==> src/rtl/bht_pkg.sv <==
// Shared types and defaults for the branch history table.
// Optional statistics counters are compiled in with the BHT_STATS_EN macro.
package bht_pkg;

    // 2-bit saturating counter encoding stored per entry
    typedef enum logic [1:0] {
        SNT = 2'b00,
        WNT = 2'b01,
        WT  = 2'b10,
        ST  = 2'b11
    } bht_ctr_t;

    // Sweep controller states
    typedef enum logic {
        IDLE  = 1'b0,
        SWEEP = 1'b1
    } bht_state_t;

    // Default geometry of the table
    localparam int unsigned BHT_DEF_XLEN    = 32;
    localparam int unsigned BHT_DEF_ENTRIES = 16;
    localparam int unsigned BHT_DEF_TAG_W   = BHT_DEF_XLEN - $clog2(BHT_DEF_ENTRIES) - 2;

    // Prediction returned whenever a lookup misses
    localparam bht_ctr_t BHT_INIT_STATE = WNT;

    // Entry layout for the default geometry; the top declares the same
    // fields sized from its own parameters
    typedef struct packed {
        logic                     valid;
        logic [BHT_DEF_TAG_W-1:0] tag;
        bht_ctr_t                 ctr;
        logic [BHT_DEF_XLEN-1:0]  tgt;
    } bht_entry_t;

endpackage

==> src/rtl/bht_sweep_fsm.sv <==
// Clear-sweep controller: on a clear pulse in IDLE it walks every table
// index once, one entry per cycle, then returns to IDLE.
// Used inside branch_history_table (stats macro BHT_STATS_EN has no effect here).
module bht_sweep_fsm
    import bht_pkg::*;
#(
    parameter int unsigned ENTRIES = 16,
    parameter int unsigned IDX_W   = $clog2(ENTRIES)
) (
    input  logic             clk_i,
    input  logic             rst_ni,
    input  logic             clear_i,
    output bht_state_t       state_o,
    output logic             busy_o,
    output logic             clr_en_o,
    output logic [IDX_W-1:0] clr_idx_o
);

    localparam logic [IDX_W-1:0] LAST_IDX = IDX_W'(ENTRIES - 1);

    bht_state_t       state_q;
    bht_state_t       state_d;
    logic [IDX_W-1:0] sweepCnt_q;
    logic [IDX_W-1:0] sweepCnt_d;

    // State and sweep counter registers, cleared asynchronously
    always_ff @(posedge clk_i or negedge rst_ni) begin
        if (!rst_ni) begin
            state_q    <= IDLE;
            sweepCnt_q <= '0;
        end else begin
            state_q    <= state_d;
            sweepCnt_q <= sweepCnt_d;
        end
    end

    // Next-state logic; clear is only honoured from IDLE so a sweep never restarts
    always_comb begin
        state_d    = state_q;
        sweepCnt_d = sweepCnt_q;
        clr_en_o   = 1'b0;
        clr_idx_o  = sweepCnt_q;
        busy_o     = 1'b0;
        unique case (state_q)
            IDLE: begin
                if (clear_i) begin
                    state_d    = SWEEP;
                    sweepCnt_d = '0;
                end
            end
            SWEEP: begin
                busy_o     = 1'b1;
                clr_en_o   = 1'b1;
                sweepCnt_d = sweepCnt_q + 1'b1;
                if (sweepCnt_q == LAST_IDX) begin
                    state_d    = IDLE;
                    sweepCnt_d = '0;
                end
            end
            default: begin
                state_d    = IDLE;
                sweepCnt_d = '0;
            end
        endcase
    end

    assign state_o = state_q;

endmodule

==> src/rtl/branch_history_table.sv <==
// Direct-mapped branch history table with a one-entry write buffer that is
// bypassed to the lookup port, and a clear sweep that invalidates every entry.
// Define BHT_STATS_EN to add saturating hit/miss/update counters.
module branch_history_table
    import bht_pkg::*;
#(
    parameter int unsigned ENTRIES    = 16,
    parameter int unsigned XLEN       = 32,
    parameter bht_ctr_t    INIT_STATE = BHT_INIT_STATE
) (
    input  logic            clk,
    input  logic            rst,
    input  logic [XLEN-1:0] pc1,
    input  logic            fetch_en,
    output logic            read,
    output logic [1:0]      prediction,
    output logic [XLEN-1:0] target,
    input  logic            write,
    input  logic [XLEN-1:0] upd_pc,
    input  logic [1:0]      updated_logic,
    input  logic [XLEN-1:0] upd_target,
    input  logic            clear,
    output logic            busy
`ifdef BHT_STATS_EN
    ,
    output logic [15:0]     hit_cnt,
    output logic [15:0]     miss_cnt,
    output logic [15:0]     upd_cnt
`endif
);

    localparam int unsigned IDX_W = $clog2(ENTRIES);
    localparam int unsigned TAG_W = XLEN - IDX_W - 2;

    typedef struct packed {
        logic [TAG_W-1:0] tag;
        bht_ctr_t         ctr;
        logic [XLEN-1:0]  tgt;
    } entry_t;

    logic [IDX_W-1:0] lkIdx;
    logic [TAG_W-1:0] lkTag;
    logic [IDX_W-1:0] upIdx;
    logic [TAG_W-1:0] upTag;

    bht_state_t       state;
    logic             clrEn;
    logic [IDX_W-1:0] clrIdx;
    logic             sweepBusy;

    logic             clearStart;
    logic             writeAccept;
    logic             commit;

    logic [ENTRIES-1:0] valid_q;
    entry_t             table_q [ENTRIES];

    logic             wbValid_q;
    logic             wbValid_d;
    logic [IDX_W-1:0] wbIdx_q;
    logic [TAG_W-1:0] wbTag_q;
    bht_ctr_t         wbCtr_q;
    logic [XLEN-1:0]  wbTgt_q;

    entry_t           arrEntry;
    logic             arrHit;
    logic             wbHit;

    logic             unused_pcLowBits;

    assign lkIdx = pc1[IDX_W+1:2];
    assign lkTag = pc1[XLEN-1:IDX_W+2];
    assign upIdx = upd_pc[IDX_W+1:2];
    assign upTag = upd_pc[XLEN-1:IDX_W+2];

    bht_sweep_fsm #(
        .ENTRIES (ENTRIES),
        .IDX_W   (IDX_W)
    ) u_sweep (
        .clk_i     (clk),
        .rst_ni    (rst),
        .clear_i   (clear),
        .state_o   (state),
        .busy_o    (sweepBusy),
        .clr_en_o  (clrEn),
        .clr_idx_o (clrIdx)
    );

    assign busy = sweepBusy;

    // A clear in IDLE beats a simultaneous write and drops whatever is buffered
    assign clearStart  = clear && (state == IDLE);
    assign writeAccept = write && (state == IDLE) && !clear;
    assign commit      = wbValid_q && !clearStart;
    assign wbValid_d   = writeAccept;

    // Valid bits and buffer-valid flag are the only state that needs reset
    always_ff @(posedge clk or negedge rst) begin
        if (!rst) begin
            valid_q   <= '0;
            wbValid_q <= 1'b0;
        end else begin
            wbValid_q <= wbValid_d;
            if (clrEn) begin
                valid_q[clrIdx] <= 1'b0;
            end else if (commit) begin
                valid_q[wbIdx_q] <= 1'b1;
            end
        end
    end

    // Capture an accepted update into the write buffer
    always_ff @(posedge clk) begin
        if (writeAccept) begin
            wbIdx_q <= upIdx;
            wbTag_q <= upTag;
            wbCtr_q <= bht_ctr_t'(updated_logic);
            wbTgt_q <= upd_target;
        end
    end

    // Retire the buffered update into the array, replacing any older tag
    always_ff @(posedge clk) begin
        if (commit) begin
            table_q[wbIdx_q] <= '{tag: wbTag_q, ctr: wbCtr_q, tgt: wbTgt_q};
        end
    end

    // Zero-latency lookup; a full tag match in the buffer takes priority over the array
    always_comb begin
        arrEntry   = table_q[lkIdx];
        arrHit     = valid_q[lkIdx] && (arrEntry.tag == lkTag);
        wbHit      = wbValid_q && (wbIdx_q == lkIdx) && (wbTag_q == lkTag);
        read       = 1'b0;
        prediction = INIT_STATE;
        target     = '0;
        if (state == IDLE) begin
            if (wbHit) begin
                read       = 1'b1;
                prediction = wbCtr_q;
                target     = wbTgt_q;
            end else if (arrHit) begin
                read       = 1'b1;
                prediction = arrEntry.ctr;
                target     = arrEntry.tgt;
            end
        end
    end

`ifdef BHT_STATS_EN
    logic [15:0] hitCnt_q;
    logic [15:0] missCnt_q;
    logic [15:0] updCnt_q;

    // Saturating lookup and update statistics
    always_ff @(posedge clk or negedge rst) begin
        if (!rst) begin
            hitCnt_q  <= '0;
            missCnt_q <= '0;
            updCnt_q  <= '0;
        end else begin
            if (fetch_en && read && (hitCnt_q != 16'hFFFF)) begin
                hitCnt_q <= hitCnt_q + 16'd1;
            end
            if (fetch_en && !read && (missCnt_q != 16'hFFFF)) begin
                missCnt_q <= missCnt_q + 16'd1;
            end
            if (writeAccept && (updCnt_q != 16'hFFFF)) begin
                updCnt_q <= updCnt_q + 16'd1;
            end
        end
    end

    assign hit_cnt  = hitCnt_q;
    assign miss_cnt = missCnt_q;
    assign upd_cnt  = updCnt_q;

    assign unused_pcLowBits = ^{pc1[1:0], upd_pc[1:0]};
`else
    assign unused_pcLowBits = ^{pc1[1:0], upd_pc[1:0], fetch_en};
`endif

endmodule

==> config.mk <==
export PLATFORM = sky130hd
export DESIGN_NAME = branch_history_table
export DESIGN_NICKNAME = d
export VERILOG_FILES = /design/src/rtl/bht_pkg.sv /design/src/rtl/bht_sweep_fsm.sv /design/src/rtl/branch_history_table.sv
export SDC_FILE = /design/constraint.sdc
export NUM_CORES = 1
export LEC_CHECK = 0
export CAP_MARGIN = 20
export CORE_ASPECT_RATIO = 0.5
export CORE_MARGIN = 5
export CORE_UTILIZATION = 45
export CTS_BUF_LIST = sky130_fd_sc_hd__clkbuf_16
export CTS_CLUSTER_SIZE = 24
export DETAILED_ROUTE_END_ITERATION = 10
export PLACE_DENSITY = 0.67
export SYNTH_ARGS = -nofsm -noshare
export SYNTH_HDL_FRONTEND = slang
export SYNTH_SLANG_ARGS = --single-unit
==> constraint.sdc <==
create_clock -name clk -period 7.2 [get_ports clk]
set_input_delay 1.08 -clock clk [delete_from_list [all_inputs] [get_ports clk]]
set_output_delay 1.08 -clock clk [all_outputs]
set_load 0.01 [all_outputs]
==> summary.md <==
| Metric | Value |
|---|---|
| Outcome | `complete, no violations` |
| CTS H-tree lvls | `3` |
| DR DRC count | `0` |
| Initial DRC count | `about 1800` |
| Post-synthesis instance area | `around 41000 um^2` |
| Synth Net Count | `about 2000` |
| First-pass GRT wire length | `around 140000 um` |
| Post-synthesis mux area share | `16.10%` |
| Drt total wl | `around 93000 um` |
| Max_cap viols | `0` |
| Final core occ | `51.87%` |
| Clock Latency Late Sink | `0.66 ns` |
| Worst setup EP type | `output pin` |
| Clk buf depth | `3` |
| Post-CTS setup buffers | `0` |
| I/O Buffers | `133` |
| Via density | `5.851` |
| Pin count of the biggest net entering global routing | `67` |
| Largest area contributor in the netlist | `edfxtp_1` |
| Grt ovf | `0` |
| Placed standard-cell area | `between 40000 and 50000 um^2` |
| Area Overhead vs Synth | `14.15%` |
| Layout cells sized above 1 | `~26%` |
| Ys Warns | `0` |
| Met2 Resource Use GR | `31.19%` |
| Initial antenna violation count | `2` |
| Post-Syn Area per Cell | `22.11 um^2` |
| Core area | `between 90000 and 100000 um^2` |
| Final weighted congestion in routability-driven placement | `0.7505` |
| GR Util met3 | `2.658%` |
| CP Max Fanout | `34` |
| Vias in the first global route | `roughly 20000` |
| Routed wire length per instance | `roughly 28 um` |
| Met1 usage | `between 20% and 30%` |
| Die ar. | `approximately 98000 um^2` |
| Peak VDD IR | `between 0.0002 and 0.00025 V` |
| Yosys reg bits | `roughly 1000` |
| HPWL Detailed | `between 50000 and 60000 um` |
| Actual slew at the worst max-slew pin | `around 1.1 ns` |
| Pwr per Cell Area | `259.6 nW/um^2` |
| Global routing's busiest layer | `met2` |
| CTS Buf Count | `94` |
| Final setup TNS | `0 ns` |
| GRT Util Overall | `a little under a fifth` |
| Clock Skews | `between 0.02 and 0.03 ns` |
| Synth top area cells | `edfxtp_1, mux4_2, dfrtp_1` |
| Initial Util | `a little under half` |
| CTS tree | `built` |
| Yosys cell types | `63` |
| Antenna cells | `0` |
| Clock Tree Root | `clkbuf_16` |
| Compound-cell area share of the yosys netlist | `about 2.3%` |
| Pleak | `14.71 nW` |
| Required @ worst endpoint | `a little over 6 ns` |
| Mapped Cells | `1867` |
| Crit Path Class | `in2out` |
| Final setup fails | `0` |
| Slew HR | `24.38%` |
| Adder-Cell Fraction of Synth Area | `0.1212%` |
| Final Cycle Share | `about nine tenths` |
| Hold Crit Class | `reg2reg` |
| Final Slew Violations | `0` |
| Die width | `around 440 um` |
| Async SR Flop Fraction | `between 2 and 2.5%` |
| Arrival time worst endpoint | `approximately 5.4 ns` |
| Worst-path clk slew | `roughly 0.06 ns` |
| I/O pin count | `139` |
| Post-synth EDFFs | `between 1000 and 1500` |
| Fin. Hold Viols | `0` |
| Fmax | `roughly 160 MHz` |
| Post-synthesis sequential area ratio | `75.81%` |
| Num rows | `78` |
| Synth Area in Simple Gates | `roughly 2.8%` |
| Die Y | `around 220 um` |
| # hold bufs at CTS | `0` |
| RSZ-0062 raised after global routing | `no` |
| Largest family of logic cells by synthesized area | `multiplexers` |
| Synth top area share | `between 70 and 80%` |
| Synth Flop Type | `edfxtp_1` |
| Worst Setup Start Kind | `input port` |
| Final instance area | `~47000 um^2` |
| Via count | `just under 20000` |
| CTS resizes | `0` |
| Final ANT Viol Nets | `0` |
| 1st-pass router iterations | `5` |
| Min Tclk post-route | `6.446 ns` |
| Clock sink count | `1046` |
| Post-synthesis xor/xnor area fraction | `1.336%` |
| Final net count | `2166` |
[sequential cells by signal, summed over array words and instances (netlist names)]
signal	count
table_q	960
wbTgt_q	32
wbTag_q	26
valid_q	16
u_sweep.clr_idx_o	4
wbIdx_q	4
wbCtr_q	2
u_sweep.state_o	1
wbValid_q	1
[routing by layer]
metal / part of all wire [%] / wire length, um / vias up
li1: - / - / 8233
met1: 43 / 39680 / 10660
met2: 50 / 46320 / 687
met3: 5.8 / 5409 / 123
met4: 1.9 / 1744 / 4
met5: 0.028 / 26 / -
[cell usage after synthesis, types with 9 or more instances]
| library cell | count |
|---|---|
| nor2b_1 | 9 |
| nand3_1 | 21 |
| buf_4 | 9 |
| clkbuf_1 | 33 |
| nand2_1 | 62 |
| o31ai_2 | 30 |
| buf_6 | 16 |
| mux4_2 | 260 |
| mux2i_1 | 55 |
| buf_2 | 22 |
| mux2_2 | 12 |
| o21ai_0 | 23 |
| xor2_1 | 28 |
| a22oi_1 | 10 |
| edfxtp_1 | 1024 |
| buf_1 | 18 |
| dfrtp_1 | 22 |
| nor2_1 | 26 |
| xnor2_1 | 35 |
| nand3_2 | 29 |
[critical path: stages]
cell             delay (ns)
buf_2                  0.71
o221ai_1               0.39
a311oi_1               0.62
o211a_1                0.23
o211ai_1               0.09
or4_2                  1.05
o31ai_2                0.52
clkdlybuf4s50_1        0.63
[layout by cell type (no fill, tap or decap), drive strengths merged, types with 8 or more instances in the layout]
cell type and count:
inv 30, mux4 264, nand3 50, o21ai 24, clkbuf 96, clkdlybuf4s50 129
xnor2 35, buf 67, nand2 62, a22oi 10, edfxtp 1024, xor2 28
nor2b 9, nor3 8, o31ai 38, mux2 12, nor2 27, dfrtp 22
mux2i 55, clkinv 40
[where the power goes]
group | internal [mW] | total (mW) | switching (mW)
clock network | 2.59 | 4.73 | 2.14
registers | 6.73 | 6.82 | 0.0956
logic | 0.324 | 0.687 | 0.363
total | 9.64 | 12.2 | 2.60
[worst paths after layout]
path | to | start | slack (ns) | cells after the start
worst min register to register | valid_q[6] | valid_q[6] | 0.50 | 2
min in group asynchronous | u_sweep.clr_idx_o[0] | rst | 0.67 | 1
worst max register to register | table_q[13][1] | u_sweep.state_o | 3.76 | 6
worst min-delay path | valid_q[6] | valid_q[6] | 0.50 | 2
max in group asynchronous | valid_q[8] | rst | 6.16 | 2
worst max-delay path | target[29] | pc1[5] | 0.75 | 8
[layout make-up]
type	count	area, um^2
clock buffer	96	2402
clock inverter	68	456.7
inverter	8	32.53
tap	1240	1551
sequential	1046	31300
multi-input combinational	713	9500
timing repair buffer	196	1889
fill	6906	43730
[kinds of logic after synthesis]
group | count (synthesis)
xor gates and xnor gates | 63
muxes | 331
and+or+nand+nor | 205
DFF | 1046
adders and majority gates | 4
buffers and inverters | 108
AOI/OAI and AO/OA | 110
[stage by stage]
| step | power [mW] | setup slack (ns) | hold WS, ns | cells |
|---|---|---|---|---|
| 2_1_floorplan | 7.388 | 0.8161 | 0.4410 | 1867 |
| 3_3_place_gp | 7.623 | 0.8048 | 0.4627 | 3202 |
| 3_5_place_dp | 7.643 | 0.7568 | 0.4763 | 3202 |
| 4_1_cts | 12.32 | 0.7805 | 0.4906 | 3366 |
| 5_1_grt | 12.64 | 0.5908 | 0.5244 | 3367 |
| 6_report | 12.24 | 0.7545 | 0.4986 | 3367 |
Note: power is estimated with default switching activity, not from simulation.
